File: src/rtl/second_counter_if.sv
// Control and status bundle between the mode controller / minute stage and second_counter.
// The design side uses the slave modport; the driver side uses master.
interface second_counter_if;
    logic [4:0]  state;
    logic        is_modify;
    logic        i_plus;
    logic        i_minus;
    logic        o_enable;
    logic [14:0] o_second;

    modport master (
        output state,
        output is_modify,
        output i_plus,
        output i_minus,
        input  o_enable,
        input  o_second
    );

    modport slave (
        input  state,
        input  is_modify,
        input  i_plus,
        input  i_minus,
        output o_enable,
        output o_second
    );
endinterface

File: src/rtl/second_counter.sv
// Seconds stage: prescales the 1 ms clock to 1 s ticks, counts 0-59, carries on a tick wrap.
// Optional SECOND_MODIFY_PAUSE_EN freezes the prescaler while the seconds field is being edited.
module second_counter #(
    parameter int unsigned TICKS_PER_SEC = 1000,
    parameter logic [4:0]  SEL_STATE     = 5'd0
) (
    input logic               i_clk_0_001s,
    input logic               reset,
    second_counter_if.slave   bus
);

    localparam logic [9:0] LastTick = 10'(TICKS_PER_SEC - 1);
    localparam logic [5:0] MaxSec   = 6'd59;

    logic [9:0] presc_q, presc_d;
    logic       plus_q, minus_q;
    logic       plus_fall_q, minus_fall_q;
    logic [5:0] sec_q, sec_d;
    logic       en_q, en_d;
    logic       edit;
    logic       tick;

    always_comb begin
        edit = bus.is_modify && (bus.state == SEL_STATE);
`ifdef SECOND_MODIFY_PAUSE_EN
        tick    = !edit && (presc_q == LastTick);
        presc_d = (edit || tick) ? 10'd0 : presc_q + 10'd1;
`else
        tick    = (presc_q == LastTick);
        presc_d = tick ? 10'd0 : presc_q + 10'd1;
`endif
        sec_d = sec_q;
        en_d  = 1'b0;
        // Edits pre-empt a coincident tick; only tick wraps carry into the minute stage.
        if (edit && minus_fall_q) begin
            sec_d = (sec_q == 6'd0) ? MaxSec : sec_q - 6'd1;
        end else if (edit && plus_fall_q) begin
            sec_d = (sec_q == MaxSec) ? 6'd0 : sec_q + 6'd1;
        end else if (tick) begin
            if (sec_q == MaxSec) begin
                sec_d = 6'd0;
                en_d  = 1'b1;
            end else begin
                sec_d = sec_q + 6'd1;
            end
        end
    end

    always_ff @(posedge i_clk_0_001s or negedge reset) begin
        if (!reset) begin
            presc_q      <= 10'd0;
            plus_q       <= 1'b0;
            minus_q      <= 1'b0;
            plus_fall_q  <= 1'b0;
            minus_fall_q <= 1'b0;
            sec_q        <= 6'd0;
            en_q         <= 1'b0;
        end else begin
            presc_q      <= presc_d;
            plus_q       <= bus.i_plus;
            minus_q      <= bus.i_minus;
            plus_fall_q  <= plus_q & ~bus.i_plus;
            minus_fall_q <= minus_q & ~bus.i_minus;
            sec_q        <= sec_d;
            en_q         <= en_d;
        end
    end

    assign bus.o_second = {9'd0, sec_q};
    assign bus.o_enable = en_q;

endmodule

File: src/flat_wrapper.sv
// flat-port wrapper written by rule: the top's interface ports become plain ports
module second_counter_flat 
#(
    parameter int unsigned TICKS_PER_SEC = 1000,
    parameter logic [4:0]  SEL_STATE     = 5'd0
)
  (i_clk_0_001s, reset, bus_state, bus_is_modify, bus_i_plus, bus_i_minus, bus_o_enable, bus_o_second);
  second_counter_if bus_i ();
  input logic i_clk_0_001s;
  input logic reset;
  input wire logic [$bits(bus_i.state)-1:0] bus_state;
  input wire logic [$bits(bus_i.is_modify)-1:0] bus_is_modify;
  input wire logic [$bits(bus_i.i_plus)-1:0] bus_i_plus;
  input wire logic [$bits(bus_i.i_minus)-1:0] bus_i_minus;
  output wire logic [$bits(bus_i.o_enable)-1:0] bus_o_enable;
  output wire logic [$bits(bus_i.o_second)-1:0] bus_o_second;
  assign bus_i.state = bus_state;
  assign bus_i.is_modify = bus_is_modify;
  assign bus_i.i_plus = bus_i_plus;
  assign bus_i.i_minus = bus_i_minus;
  assign bus_o_enable = bus_i.o_enable;
  assign bus_o_second = bus_i.o_second;
  second_counter #(.TICKS_PER_SEC(TICKS_PER_SEC), .SEL_STATE(SEL_STATE)) u_core (.i_clk_0_001s(i_clk_0_001s), .reset(reset), .bus(bus_i));
endmodule
File: config.mk
export PLATFORM = sky130hd
export DESIGN_NAME = second_counter_flat
export DESIGN_NICKNAME = d
export VERILOG_FILES = /design/src/rtl/second_counter_if.sv /design/src/rtl/second_counter.sv /design/src/flat_wrapper.sv
export SDC_FILE = /design/constraint.sdc
export NUM_CORES = 1
export LEC_CHECK = 0
export CORE_MARGIN = 1.5
export CORE_UTILIZATION = 54
export DETAILED_ROUTE_END_ITERATION = 7
export PLACE_DENSITY = 0.8
export SKIP_CTS_REPAIR_TIMING = 1
export SKIP_LAST_GASP = 1
export SYNTH_ARGS = -nofsm -noshare
export SYNTH_HDL_FRONTEND = slang
export SYNTH_SLANG_ARGS = --single-unit
File: constraint.sdc
create_clock -name i_clk_0_001s -period 3.3 [get_ports i_clk_0_001s]
set_input_delay 0.66 -clock i_clk_0_001s [delete_from_list [all_inputs] [get_ports i_clk_0_001s]]
set_output_delay 0.66 -clock i_clk_0_001s [all_outputs]
set_load 0.01 [all_outputs]
==> impl_metrics.py <==
metrics = {
    "routing": {
        "drt-pass1-iter-count": 4,
        "ant_nets": 0,
        "via_count": 990,
        "drtIter0Drc": 33,
        "wl_per_cell_um": 13.5,
        "routed_via_density": 5.63,
        "wl_mm": 2.37,
        "drc": 0,
    },
    "power": {
        "power_density_mw_per_mm2": 327,
        "ir_drop_uv": 200,
        "p_leak_nw": 0.597,
        "design_power_total_uw": 468,
    },
    "global_routing": {
        "overflow": 0,
        "antenna_found_initial": 0,
        "grt_max_degree": 22,
        "grt_pass1_vias": 970,
        "grt_use_total": 0.205,
        "grt_pass1_wl_mm": 4.11,
    },
    "yosys": {
        "synth_top_area_share": 0.414,
        "synth_edf_count": 0,
        "synth.most_common_cell": "dfrtp_1",
        "ys_seq_area_frac": 0.414,
        "yosys-top-cells-count": "21 x dfrtp_1, 16 x nor2_1, 10 x buf_4, 9 x a21oi_1",
        "synth_area_per_cell_um2": 9.55,
        "syn_inst": 133,
        "ys_top_cells_by_area": "dfrtp_1 41%, buf_4 5.9%, nor2_1 4.7%, ha_1 3.9%, a21oi_1 3.5%",
        "async_flop_share": 1.00,
        "yosysTopAreaCell": "dfrtp_1",
        "synth-seq-cells": 21,
        "yosysUniqueCellTypes": 43,
        "yosys_warnings": 0,
        "dominantRegCellSynth": "dfrtp_1",
        "syn_area_mm2": 0.00127,
    },
    "sta": {
        "maxSlewHeadroom": 0.397,
        "fmax_mhz": 470,
        "drv_slew": 0,
        "finalHoldViolations": 0,
        "setup_slack_ns": 1.17,
        "rsz0062_at_grt": "no",
        "tightest_slew_ns": 0.902,
        "fin_skew_ns": 0.00681,
        "hold_ws_ns": 0.464,
        "setup_viol": 0,
        "tns_ns": 0,
        "period_needed_ns": 2.13,
        "fin_crit_sh": 0.645,
    },
    "floorplanning": {
        "die_area_mm2": 0.00265,
        "start_util": 0.574,
        "fp.dieH_um": 51.5,
        "num_rows": 17,
        "die_x_um": 51.5,
        "ioPinCount": 26,
        "core_mm2": 0.00221,
    },
    "worst_setup_path": {
        "critPathTopFamily": "simple AND/OR/NAND/NOR gates",
        "slowest_stage": "clkdlybuf4s50_1",
        "cp-end-kind": "register",
        "crit_path_max_incr_delay_ns": 0.45,
        "cp-start-kind": "input port",
        "crit_fanout": 7,
        "crit_arrival_ns": 2.31,
        "critPathBufInv": 1,
        "crit_cells": 6,
        "worst_ep_required_time_ns": 3.48,
        "r2r_cells": 6,
        "worstSetupPathType": "input port to register",
        "worstPathCellList": "clkdlybuf4s50_1 > nor4_4 > and3_1 > nor2_1 > a311oi_1 > a21oi_1",
    },
    "finish": {
        "multi_input_area_um2": 674,
        "drive_gt1_frac": 0.108,
        "finalCoreUtilization": 0.648,
        "areaGrowthSynthToFinish_pct": 12.8,
        "fin_cells": 176,
        "seq_area_um2": 526,
        "fillers": 187,
        "antenna_cells": 0,
        "final_nets": 163,
        "fin_area_mm2": 0.00143,
    },
    "clocking": {
        "cts_buffers": 3,
        "htree_levels": 1,
        "clock-root-buffer": "clkbuf_4",
        "clkTransAtPathRegs_ns": 0.12,
        "worstSkewPairLatency_ns": 0.29,
        "cts_sinks": 21,
        "cts_max_path_buffers": 2,
        "tritoncts": "built",
    },
    "min_path": {
        "hold_depth": 1,
        "hold_class": "register to register",
    },
    "place": {
        "pre_cts_ws_ns": 0.898,
        "portBuffers": 16,
        "hpwlAfterDp_mm": 1.76,
        "dp_cells": 172,
        "place.gp.congestion": 0.914,
        "place_area_mm2": 0.00141,
    },
    "outcome": {
        "status": "finished clean",
    },
    "flow_run": {
        "max-cap-violations": 0,
    },
}
[cell type report]
type / count / area share
clock buffer: 4 / 0.0183
inverter: 3 / 0.00786
multi-input combinational: 104 / 0.471
sequential: 21 / 0.367
tap: 28 / 0.0245
timing repair buffer: 16 / 0.112
[layer usage]
metal	GRT usage	up-vias	wire (um)
met1	0.254	468	1050
met2	0.370	37	1180
li1	-	483	-
met4	0.0526	0	11
met3	0.0316	2	133
met5	0	-	0
[cells in the final DEF, fill, tap and decap left out, types with 3 or more instances in the layout]
cell	instances
nand3_1	6
nor2b_1	3
nor3_1	6
and3_1	3
ha_1	4
xnor2_1	3
clkbuf_4	3
a21oi_1	9
conb_1	9
xor2_1	4
nor2_1	16
clkdlybuf4s50_1	16
inv_1	3
o21ai_1	4
dfrtp_1	21
nand2_1	4
[flip-flops by register name (all words and copies together) (netlist names)]
name,flops
u_core.bus.o_enable,1
u_core.presc_q,10
u_core.sec_q,6
u_core.minus_fall_q,1
u_core.plus_fall_q,1
u_core.minus_q,1
u_core.plus_q,1
[power breakdown]
part           internal, mW  leakage (nW)  switching [mW]  total [mW]
clock network        0.0469        0.0150          0.0733       0.120
logic                0.0333         0.321          0.0357      0.0690
registers             0.265         0.260          0.0133       0.279
total                 0.346         0.597           0.122       0.468
[logic make-up (layout without fill, tap and decap cells)]
| family | after synthesis | in the layout | share of synthesized area |
|---|---|---|---|
| mux | 1 | 1 | 0.00887 |
| compound gates | 24 | 24 | 0.122 |
| flops | 21 | 21 | 0.414 |
| simple gates | 59 | 59 | 0.286 |
| xor+xnor | 7 | 7 | 0.0483 |
| buf+inv | 16 | 23 | 0.0788 |
| fa+ha+maj | 4 | 4 | 0.0394 |
| other cells | 1 | 9 | 0.00295 |
[worst paths after layout]
| kind | start | endpoint | slack (ns) |
|---|---|---|---|
| max in group asynchronous | reset | u_core.minus_q$_DFF_PN0_ | 1.89 |
| worst max register to register | u_core.presc_q[0]$_DFF_PN0_ | u_core.sec_q[2]$_DFFE_PN0P_ | 1.42 |
| worst min register to register | u_core.presc_q[0]$_DFF_PN0_ | u_core.presc_q[0]$_DFF_PN0_ | 0.46 |
| worst max-delay path | bus_state[1] | u_core.sec_q[2]$_DFFE_PN0P_ | 1.17 |
| worst min-delay path | u_core.presc_q[0]$_DFF_PN0_ | u_core.presc_q[0]$_DFF_PN0_ | 0.46 |
| min in group asynchronous | reset | u_core.sec_q[3]$_DFFE_PN0P_ | 0.86 |
No activity file was read; power rests on OpenSTA's default activity.
